`src/rtl/cbi980_i2s_tx_if.sv`:
```
// cbi980_i2s_tx_if: sample-frame push stream and FIFO status between the register block and the I2S transmitter.
interface cbi980_i2s_tx_if #(
    parameter int SAMPLE_W   = 16,
    parameter int FIFO_DEPTH = 8
);
    logic [2*SAMPLE_W-1:0]        sample_data;
    logic                         sample_valid;
    logic                         sample_ready;
    logic [$clog2(FIFO_DEPTH):0]  fifo_level;

    modport master (output sample_data, sample_valid, input sample_ready, fifo_level);
    modport slave  (input sample_data, sample_valid, output sample_ready, fifo_level);
endinterface

```
`src/rtl/cbi980_i2s_tx.sv`:
```
// cbi980_i2s_tx: frame FIFO plus Philips I2S serializer with start/run/stop sequencing and sticky underrun.
// Define CBI980_UNDERRUN_REPEAT_EN to replay the last frame on underrun instead of sending zeros.
module cbi980_i2s_tx #(
    parameter int SAMPLE_W   = 16,
    parameter int DIV_W      = 8,
    parameter int FIFO_DEPTH = 8
) (
    input  logic             aclk,
    input  logic             arstn,
    cbi980_i2s_tx_if.slave   smp,
    input  logic             enable_i,
    input  logic [DIV_W-1:0] clkdiv_i,
    input  logic             underrun_clr_i,
    output logic             busy_o,
    output logic             underrun_o,
    output logic             bclk_o,
    output logic             lrclk_o,
    output logic             sdata_o
);
    localparam int FW = 2*SAMPLE_W;
    localparam int AW = $clog2(FIFO_DEPTH);
    localparam int LW = AW+1;
    localparam int CW = $clog2(FW);

    typedef enum logic [1:0] {IDLE, RUN, STOP} state_t;
    state_t state_q, state_d;

    logic [FW-1:0]    mem [FIFO_DEPTH];
    logic [AW-1:0]    wp_q, rp_q;
    logic [LW-1:0]    level_q, level_d;
    logic             rdy_q, push, pop, empty;
    logic [FW-1:0]    head, repl;

    logic [DIV_W-1:0] div_q, div_d, cdiv_q, cdiv_d;
    logic [CW-1:0]    bitcnt_q, bitcnt_d, bitcnt_nx;
    logic [FW-1:0]    sr_q, sr_d;
    logic             bclk_q, bclk_d, lrclk_q, lrclk_d, sdata_q, sdata_d, ur_q, ur_d;
    logic             tc, fall, wrap, start, ur_set;

    assign push    = smp.sample_valid & rdy_q;
    assign empty   = level_q == '0;
    assign head    = mem[rp_q];
    assign level_d = level_q + LW'(push) - LW'(pop);

    always_ff @(posedge aclk or negedge arstn)
        if (!arstn) begin
            wp_q    <= '0;
            rp_q    <= '0;
            level_q <= '0;
            rdy_q   <= 1'b0;
        end else begin
            wp_q    <= wp_q + AW'(push);
            rp_q    <= rp_q + AW'(pop);
            level_q <= level_d;
            rdy_q   <= level_d != LW'(FIFO_DEPTH);
        end

    always_ff @(posedge aclk)
        if (push) mem[wp_q] <= smp.sample_data;

`ifdef CBI980_UNDERRUN_REPEAT_EN
    logic [FW-1:0] last_q;
    always_ff @(posedge aclk or negedge arstn)
        if (!arstn) last_q <= '0;
        else if (pop) last_q <= head;
    assign repl = last_q;
`else
    assign repl = '0;
`endif

    assign tc        = div_q == cdiv_q;
    assign fall      = tc & bclk_q;
    assign wrap      = fall & (bitcnt_q == CW'(FW-1));
    assign bitcnt_nx = wrap ? '0 : bitcnt_q + CW'(1);
    assign start     = enable_i & ~empty;
    assign pop       = (state_q == IDLE & start) | (state_q == RUN & wrap & enable_i & ~empty);
    assign ur_set    = state_q == RUN & wrap & enable_i & empty;
    assign ur_d      = ur_set | (ur_q & ~underrun_clr_i);

    always_ff @(posedge aclk or negedge arstn)
        if (!arstn) state_q <= IDLE;
        else state_q <= state_d;

    always_comb begin
        state_d = state_q == IDLE ? (start ? RUN : IDLE) :
                  state_q == RUN  ? ((wrap & ~enable_i) ? STOP : RUN) :
                                    (fall ? IDLE : STOP);
    end

    // A frame wrap reloads the shift register instead of shifting; STOP only finishes the last BCLK.
    always_comb begin
        div_d    = div_q;
        cdiv_d   = cdiv_q;
        bitcnt_d = bitcnt_q;
        sr_d     = sr_q;
        bclk_d   = bclk_q;
        lrclk_d  = lrclk_q;
        sdata_d  = sdata_q;
        if (state_q == IDLE) begin
            div_d    = '0;
            bitcnt_d = '0;
            bclk_d   = 1'b0;
            lrclk_d  = 1'b0;
            sdata_d  = 1'b0;
            if (start) begin
                cdiv_d = clkdiv_i;
                sr_d   = head;
            end
        end else begin
            div_d  = tc ? '0 : div_q + DIV_W'(1);
            bclk_d = bclk_q ^ tc;
            if (fall && state_q == RUN) begin
                bitcnt_d = bitcnt_nx;
                sdata_d  = sr_q[FW-1];
                lrclk_d  = bitcnt_nx >= CW'(SAMPLE_W);
                sr_d     = (wrap && enable_i) ? (empty ? repl : head) : (sr_q << 1);
            end else if (fall) begin
                bitcnt_d = '0;
                lrclk_d  = 1'b0;
                sdata_d  = 1'b0;
            end
        end
    end

    always_ff @(posedge aclk or negedge arstn)
        if (!arstn) begin
            div_q    <= '0;
            cdiv_q   <= '0;
            bitcnt_q <= '0;
            sr_q     <= '0;
            bclk_q   <= 1'b0;
            lrclk_q  <= 1'b0;
            sdata_q  <= 1'b0;
            ur_q     <= 1'b0;
        end else begin
            div_q    <= div_d;
            cdiv_q   <= cdiv_d;
            bitcnt_q <= bitcnt_d;
            sr_q     <= sr_d;
            bclk_q   <= bclk_d;
            lrclk_q  <= lrclk_d;
            sdata_q  <= sdata_d;
            ur_q     <= ur_d;
        end

    assign smp.sample_ready = rdy_q;
    assign smp.fifo_level   = level_q;
    assign busy_o           = state_q != IDLE;
    assign underrun_o       = ur_q;
    assign bclk_o           = bclk_q;
    assign lrclk_o          = lrclk_q;
    assign sdata_o          = sdata_q;
endmodule

```
`src/flat_wrapper.sv`:
```
// flat-port wrapper written by rule: the top's interface ports become plain ports
module cbi980_i2s_tx_flat 
#(
    parameter int SAMPLE_W   = 16,
    parameter int DIV_W      = 8,
    parameter int FIFO_DEPTH = 8
)
  (aclk, arstn, enable_i, clkdiv_i, underrun_clr_i, busy_o, underrun_o, bclk_o, lrclk_o, sdata_o, smp_sample_data, smp_sample_valid, smp_sample_ready, smp_fifo_level);
  cbi980_i2s_tx_if #(.SAMPLE_W(SAMPLE_W), .FIFO_DEPTH(FIFO_DEPTH)) smp_i ();
  input  logic aclk;
  input  logic arstn;
  input  logic enable_i;
  input  logic [DIV_W-1:0] clkdiv_i;
  input  logic underrun_clr_i;
  output logic busy_o;
  output logic underrun_o;
  output logic bclk_o;
  output logic lrclk_o;
  output logic sdata_o;
  input wire logic [$bits(smp_i.sample_data)-1:0] smp_sample_data;
  input wire logic [$bits(smp_i.sample_valid)-1:0] smp_sample_valid;
  output wire logic [$bits(smp_i.sample_ready)-1:0] smp_sample_ready;
  output wire logic [$bits(smp_i.fifo_level)-1:0] smp_fifo_level;
  assign smp_i.sample_data = smp_sample_data;
  assign smp_i.sample_valid = smp_sample_valid;
  assign smp_sample_ready = smp_i.sample_ready;
  assign smp_fifo_level = smp_i.fifo_level;
  cbi980_i2s_tx #(.SAMPLE_W(SAMPLE_W), .DIV_W(DIV_W), .FIFO_DEPTH(FIFO_DEPTH)) u_core (.aclk(aclk), .arstn(arstn), .smp(smp_i), .enable_i(enable_i), .clkdiv_i(clkdiv_i), .underrun_clr_i(underrun_clr_i), .busy_o(busy_o), .underrun_o(underrun_o), .bclk_o(bclk_o), .lrclk_o(lrclk_o), .sdata_o(sdata_o));
endmodule
```
`config.mk`:
```
export PLATFORM = sky130hd
export DESIGN_NAME = cbi980_i2s_tx_flat
export DESIGN_NICKNAME = d
export VERILOG_FILES = /design/src/rtl/cbi980_i2s_tx_if.sv /design/src/rtl/cbi980_i2s_tx.sv /design/src/flat_wrapper.sv
export SDC_FILE = /design/constraint.sdc
export NUM_CORES = 1
export LEC_CHECK = 0
export CAP_MARGIN = 20
export CORE_UTILIZATION = 60
export DETAILED_ROUTE_END_ITERATION = 6
export DONT_BUFFER_PORTS = 1
export GPL_ROUTABILITY_DRIVEN = 0
export MAX_ROUTING_LAYER = met4
export PLACE_DENSITY = 0.76
export RECOVER_POWER = 100
export REMOVE_ABC_BUFFERS = 1
export SLEW_MARGIN = 40
export SYNTH_ARGS = -nofsm -noshare
export SYNTH_HDL_FRONTEND = slang
export SYNTH_SLANG_ARGS = --single-unit
export TNS_END_PERCENT = 1
```
`constraint.sdc`:
```
create_clock -name aclk -period 7.15 [get_ports aclk]
set_input_delay 0.715 -clock aclk [delete_from_list [all_inputs] [get_ports aclk]]
set_output_delay 0.715 -clock aclk [all_outputs]
set_load 0.05 [all_outputs]
```
==> out/summary.txt, run 1 <==
===============================================================================================
Antenna Violating Nets Remaining                                                              0
Std-Cell Rows                                                                                53
Data arrival time of the critical path                                                  5.30 ns
Ordered list of cells on the worst path                                            inv_1, ha_1, or3b_1, nand2_1, a211o_1, clkbuf_1, inv_1, ha_1, inv_1, ha_1, inv_1, fa_1, inv_1, or4b_1
Number of port buffers                                                                        0
Pin count of the biggest net entering global routing                                         71
Sequential cell area fraction in the yosys report                                         0.732
Highest-utilization routing layer at the global route stage                                met2
Worst IR drop on VDD                                                                     235 uV
First-pass iteration count of the detailed router                                             5
Pwr/cell area                                                                       365 nW/um^2
Worst max-slew margin expressed relative to the limit                                     -1.54
Clock latency of the later-clocked register in the worst-skew pair                      0.51 ns
Clock tree root buffer cell                                                           clkbuf_16
Switching power summed over all nets                                                    1370 uW
Die height                                                                               149 um
Clock network fraction of design power                                                    0.334
Netlist area before placement                                                       12,900 um^2
Run status                                                                         complete, but fails checks
Nets                                                                                        765
Least-Margin Pin Slew                                                                   3.81 ns
Starting Density                                                                          0.613
Fill cells                                                                                1,266
Horiz. Die Dim                                                                           149 um
Signed area change from the synthesized netlist to the final layout                       10.8%
Number of sinks on the clock net                                                            326
Type of the worst setup path                                                       flip-flop to flip-flop
Overall via count from detail_route                                                       6,251
Number of DRC violations after detailed-routing iteration 0                                 431
Fmax                                                                                    203 MHz
Core region area                                                                    21,000 um^2
Net switching share of the total power                                                    0.264
CTS hold repair buffers                                                                       1
Resize count post-CTS                                                                         0
Maximum fanout along the worst path                                                          33
Post-Route Skew                                                                       0.0198 ns
Vias per inst                                                                              6.21
Share of post-route cells with drive strength above 1                                     0.190
TritonCTS Buffers                                                                            34
Highest-count cells in the layout ignoring fill and taps                           256 x edfxtp_1, 74 x nand2_1, 67 x dfrtp_1, 64 x mux4_2, 37 x clkbuf_16
Combinational cell fraction of total power                                                0.152
Clock input transition at the sequential cells of the worst setup and hold paths        0.06 ns
Synthesized area per cell                                                             18.7 um^2
Number of design rule violations left after detail routing                                    0
Area of the die                                                                     22,100 um^2
Setup TNS                                                                                  0 ns
Count of distinct cell types in the synthesized netlist                                      39
First-pass GRT wire length                                                              37.1 mm
Max_cap viols                                                                                11
Share of the core filled with cells                                                       0.680
Number of global-route vias before repair                                                 6,731
Antenna fix cells                                                                             0
Combined global-route utilization of all metal layers                                     0.236
Total leakage power                                                                  0.00503 uW
Minimum clock period                                                                    4.94 ns
Most common library cell in the layout ignoring fill and taps                          edfxtp_1
Final hold violation count                                                                    0
Crit start category                                                                   flip-flop
Overall power of the completed layout                                                   5210 uW
Final cell count without fillers                                                          1,006
GRT met2 Usage                                                                            0.396
Cell occurring most often along the worst timing path                                     inv_1
Antenna violations before repair                                                              0
Internal power contribution                                                             3830 uW
Number of warning messages in the yosys log                                                   0
Max stage delay cell, worst path                                                       clkbuf_1
Worst Hold Path Cells                                                                         0
CP endpoint kind                                                                      flip-flop
H-tree depth                                                                                  2
Violated checks                                                                    max-capacitance violations, max-slew violations
Count of endpoints failing setup in the final report                                          0
Number of instances in the synthesized netlist                                              689
Post-route fraction of the period consumed by the critical path                           0.691
Count of final max-slew check failures                                                      427
Path category of the worst min-delay check                                         input pin to flip-flop
Sequential power share                                                                    0.514
Buffers from clock root to sink, at most                                                      3
GR Layer Usage met3                                                                      0.0537
Routed wire length                                                                      23.5 mm
Routed wirelength normalized by instance count                                          23.4 um
Unrepaired setup endpoints after global routing                                              no
Worst stage delay on the critical path                                                  1.28 ns
Postcts setup bufs                                                                            0
Cell count after placement                                                                  944
Required time worst endpoint                                                            7.51 ns
CTS tree                                                                                  built
Gr ovfl total                                                                                 0
Met1 global-route usage                                                                   0.285
R2R cell count                                                                               14
Synthesis-stage register bit count                                                          326
Final HPWL DP                                                                           12.5 mm
Ports                                                                                        55
===============================================================================================
==> kinds of logic (layout without fill, tap and decap cells) <==
family	count (synthesis)	after routing	share of synthesized area
DFF	326	326	0.732
muxes	106	106	0.145
adders and majority gates	14	14	0.0142
xor gates and xnor gates	18	18	0.0122
and+or+nand+nor	125	125	0.0422
AOI/OAI and AO/OA	52	52	0.0336
buffers and inverters	48	90	0.0205
==> cell usage after synthesis <==
cell / count / area, um^2
mux2i_1: 34 / 340
o21ai_1: 1 / 5.00
o21ai_2: 1 / 8.76
buf_6: 6 / 67.6
clkbuf_2: 1 / 5.00
fa_1: 1 / 20.0
o221ai_1: 31 / 272
a22o_1: 6 / 52.6
nand2b_1: 3 / 18.8
buf_2: 12 / 60.1
a31o_2: 1 / 8.76
xor2_1: 8 / 70.1
mux2_2: 8 / 90.1
and2_1: 2 / 12.5
a21o_1: 2 / 15.0
nand2_1: 74 / 278
and3_1: 5 / 31.3
o21ai_0: 4 / 20.0
xnor2_1: 10 / 87.6
buf_4: 6 / 45.0
nor2_1: 21 / 78.8
or4b_1: 1 / 10.0
nand4_1: 2 / 12.5
and3b_1: 1 / 8.76
ha_1: 13 / 163
mux4_2: 64 / 1440
o22ai_1: 1 / 6.26
or3b_1: 1 / 8.76
edfxtp_1: 256 / 7690
a31oi_4: 1 / 21.3
nor3_1: 3 / 15.0
clkbuf_1: 9 / 33.8
dfrtp_1: 70 / 1750
inv_1: 14 / 52.6
nand3_1: 7 / 35.0
nor2b_1: 4 / 25.0
a211o_1: 1 / 8.76
a21oi_1: 3 / 15.0
nand3_2: 1 / 10.0
==> metrics by stage <==
step,setup slack [ns],instance area (um^2),hold WS (ns)
floorplan,3.40,12700,0.419
global placement,3.39,13200,0.421
detailed placement,3.25,13200,0.421
CTS,3.24,14400,0.102
global route,1.95,14300,0.284
finish,2.21,14300,0.295
==> cell type report <==
cell class              count  area, um^2  area share
repair buffers             15        83.8     0.00587
clock inverters            14         121     0.00850
multi-input cells         315        3230       0.226
flip-flops and latches    326        9450       0.661
inverters                  14        52.6     0.00368
well taps                 275         344      0.0241
clock buffers              47        1000      0.0702
==> state kept, by name, summed over array words and instances (netlist names) <==
signal	count
u_core.smp.sample_ready	1
u_core.underrun_o	1
u_core.smp.fifo_level	4
u_core.lrclk_o	1
u_core.sdata_o	1
u_core.mem	256
u_core.rp_q	3
u_core.cdiv_q	8
u_core.div_q	8
u_core.state_q	2
u_core.bitcnt_q	5
u_core.bclk_o	1
u_core.sr_q	32
u_core.wp_q	3
==> worst paths after layout <==
| path | end | slack [ns] | start |
|---|---|---|---|
| max | u_core.smp.sample_ready$_DFF_PN0_ | 2.21 | u_core.smp.fifo_level[2]$_DFF_PN0_ |
| min in group asynchronous | u_core.sr_q[13]$_DFFE_PN0P_ | 1.51 | arstn |
| min | u_core.mem[6][10]$_DFFE_PP_ | 0.29 | smp_sample_data[10] |
| min reg2reg | u_core.sr_q[0]$_DFFE_PN0P_ | 0.48 | u_core.sr_q[0]$_DFFE_PN0P_ |
| max reg2reg | u_core.smp.sample_ready$_DFF_PN0_ | 2.21 | u_core.smp.fifo_level[2]$_DFF_PN0_ |
| max in group asynchronous | u_core.rp_q[1]$_DFF_PN0_ | 2.94 | arstn |
==> power groups by stage <==
stage / sequential (uW) / combinational [uW] / clock, uW
floorplan: 2680 / 555 / 0
global placement: 2670 / 765 / 0
detailed placement: 2690 / 803 / 0
CTS: 2660 / 820 / 1760
global route: 2710 / 876 / 1840
finish: 2680 / 792 / 1740
==> metal layers <==
metal  vias to the layer above  share of wire  wire (um)
li1                       2752              -          -
met1                      3259           0.38       9050
met2                       209           0.53      12400
met3                        31          0.071       1660
met4                         0          0.018        415
met5                         -              0          0
==> worst max-delay path, delay by kind of cell, from the launching register on <==
kind	cells	cell delay (ns)
AO/OA/AOI/OAI	1	0.10
adder cells (fa/ha/maj)	4	1.16
buffers and inverters	6	1.83
flip-flops	1	0.56
AND/OR/NAND/NOR	3	1.13
Note: power is estimated with default switching activity, not from simulation.
==> inputs of run 2 (changes only) <==
- clock period: 7.15 -> 5.1 ns (I/O delays scaled with it)
==> run 2 against run 1 <==
Net effect:
- total power is 39% higher
- sequential power up 39%
- first-iteration DRC count is 4.4% lower
- final area hardly changed
- register-to-register slack lost 1.4 ns
- combinational power rose by 45%
- highest routed layer unchanged
- clock skew fell by 0.0089 ns
- largest cell class unchanged
- core utilization about the same
- the flow still finishes with violations (max-capacitance violations, max-slew violations)
- clock-buffer cell count shrank 6
- maximum frequency increased by 14%
- hold slack worse by 0.25 ns
- routed wire length decreased by 0.22%
==> out/summary.txt, run 2 (synthesis gave the netlist of run 1 again) <==
===============================================================================================
Antenna Violating Nets Remaining                                                              0   unchanged
Final hold violation count                                                                    0   unchanged
Gr ovfl total                                                                                 0   unchanged
Net switching share of the total power                                                    0.263   -0.000708
Reg2reg setup slack                                                                     0.78 ns   -1.43 ns
Overall power of the completed layout                                                   7250 uW   +39%
Worst r2r src                                                                      u_core.smp.sample_ready$_DFF_PN0_
Starting Density                                                                          0.613   unchanged
Post-Route Skew                                                                       0.0109 ns   -0.00889 ns
Number of DRC violations after detailed-routing iteration 0                                 412   -4.4%
Violated checks                                                                    max-capacitance violations, max-slew violations
Number of sinks on the clock net                                                            326   unchanged
Final cell count without fillers                                                          1,006   unchanged
Fmax                                                                                    231 MHz   +14%
Combined global-route utilization of all metal layers                                     0.234   -0.00151
Data arrival time of the critical path                                                  4.46 ns   -0.84 ns
Crit start category                                                                   flip-flop
Path category of the worst min-delay check                                         input pin to flip-flop
Type of the worst setup path                                                       flip-flop to flip-flop
Number of port buffers                                                                        0   unchanged
Clock input transition at the sequential cells of the worst setup and hold paths        0.07 ns   about the same
Horiz. Die Dim                                                                           149 um   unchanged
Worst Hold Slack                                                                      0.0447 ns   -0.250 ns
Buffers from clock root to sink, at most                                                      3   unchanged
Routed wirelength normalized by instance count                                          23.3 um   -0.22%
Count of endpoints failing setup in the final report                                          0   unchanged
Antenna violations before repair                                                              0   unchanged
Ports                                                                                        55   unchanged
Worst min-delay path startpoint                                                    smp_sample_data[26]
Instance area at placement                                                          13,300 um^2   +0.45%
Worst max-slew margin expressed relative to the limit                                    -0.752   +0.787
Routed wire length                                                                      23.5 mm   -0.22%
First-pass iteration count of the detailed router                                             7   +2
Vias per inst                                                                              6.20   -0.24%
TritonCTS Buffers                                                                            31   -8.8%
Required time worst endpoint                                                            5.24 ns   -2.27 ns
Register with the most flip-flops                                                    u_core.mem
Internal power contribution                                                             5350 uW   +39%
Least-Margin Pin Slew                                                                   2.63 ns   -1.18 ns
Max_cap viols                                                                                10   -1
Antenna fix cells                                                                             0   unchanged
Switching power summed over all nets                                                    1910 uW   +39%
Worst IR drop on VDD                                                                     317 uV   +35%
Core region area                                                                    21,000 um^2   unchanged
Number of flip-flops in the largest register                                                256   unchanged
Highest-count cells in the layout ignoring fill and taps                           256 x edfxtp_1, 74 x nand2_1, 67 x dfrtp_1, 64 x mux4_2, 34 x mux2i_1
Area of the die                                                                     22,100 um^2   unchanged
Top flop regs                                                                      u_core.mem x256, u_core.sr_q x32
Minimum clock period                                                                    4.32 ns   -0.615 ns
Final HPWL DP                                                                           13.0 mm   +4.5%
Clock latency of the later-clocked register in the worst-skew pair                      0.55 ns   +0.04 ns
Worst setup path start                                                             u_core.smp.sample_ready$_DFF_PN0_
Unrepaired setup endpoints after global routing                                              no
Post-route fraction of the period consumed by the critical path                           0.848   +0.157
Resize count post-CTS                                                                         0   unchanged
Number of design rule violations left after detail routing                                    0   unchanged
Maximum fanout along the worst path                                                          24   -27%
Fill cells                                                                                1,306   +3.2%
Sequential standard cell area                                                         9450 um^2   unchanged
Final cell area excluding filler cells                                              14,300 um^2   about the same
Combinational cell fraction of total power                                                0.159   +0.007
Cell count after placement                                                                  946   +0.21%
Die height                                                                               149 um   unchanged
CP endpoint kind                                                                      flip-flop
Setup TNS                                                                                  0 ns   unchanged
Nets                                                                                        765   unchanged
Clock network fraction of design power                                                    0.327   -0.007
Clock tree root buffer cell                                                           clkbuf_16
H-tree depth                                                                                  1   -1
Share of post-route cells with drive strength above 1                                     0.187   -0.00274
Number of global-route vias before repair                                                 6,654   -1.1%
Sequential power share                                                                    0.514   about the same
Signed area change from the synthesized netlist to the final layout                       10.9%   about the same
Multi-input combinational cell area                                                   3220 um^2   -0.23%
Total leakage power                                                                  0.00504 uW   +0.15%
Count of final max-slew check failures                                                      322   -25%
Pin count of the biggest net entering global routing                                         71   unchanged
Std-Cell Rows                                                                                53   unchanged
First-pass GRT wire length                                                              37.3 mm   +0.37%
CTS tree                                                                                  built
Pwr/cell area                                                                       508 nW/um^2   +39%
Overall via count from detail_route                                                       6,236   -0.24%
Most common library cell in the layout ignoring fill and taps                          edfxtp_1
Run status                                                                         complete, but fails checks
===============================================================================================
[run 2: final cells by class]
class | count | area share
clock buffers | 41 | 0.0576
clock inverters | 17 | 0.0168
inverters | 14 | 0.00368
multi-input cells | 315 | 0.226
flip-flops and latches | 326 | 0.661
well taps | 275 | 0.0241
repair buffers | 18 | 0.0113
[run 2: metal layers]
| metal | wire length, um | GRT usage | vias up |
|---|---|---|---|
| li1 | - | - | 2748 |
| met1 | 9510 | 0.301 | 3250 |
| met2 | 12300 | 0.388 | 199 |
| met3 | 1250 | 0.0411 | 39 |
| met4 | 463 | 0.0660 | 0 |
| met5 | 0 | - | - |
[run 2: worst max-delay path, cell delays in order (launching register included)]
cell      delay [ns]
dfrtp_1         0.65
and2_0          0.30
nand2b_1        0.22
nor3_1          1.32
clkbuf_1        1.40
[run 2: path summary, 6_finish.rpt]
path | to | cells after the start
hold / removal | u_core.mem[0][26]$_DFFE_PP_ | 0
min in group asynchronous | u_core.sr_q[29]$_DFFE_PN0P_ | 2
setup / recovery | u_core.mem[0][18]$_DFFE_PP_ | 4
hold reg to reg | u_core.wp_q[2]$_DFF_PN0_ | 1
max in group asynchronous | u_core.rp_q[1]$_DFF_PN0_ | 2
setup reg to reg | u_core.mem[0][18]$_DFFE_PP_ | 4
[run 2: power by group through the flow]
stage,Clock [uW],Combinational (uW),Sequential (uW)
CTS,2420,1200,3710
global placement,0,1070,3760
detailed placement,0,1180,3760
floorplan,0,778,3760
global route,2520,1270,3780
finish,2380,1150,3730
[run 2: through the flow]
step	utilization	setup slack (ns)
final	0.680	0.778
after floorplan	-	1.35
after detailed placement	0.631	1.22
after global placement	0.628	1.36
after global routing	0.680	0.543
after CTS	0.684	1.21
[run 2: timing repair]
action / 4_1_cts / 5_1_grt
buffers inserted: 0 / 0
hold buffers: 2 / 0
endpoints found under the hold margin: 70 / 0
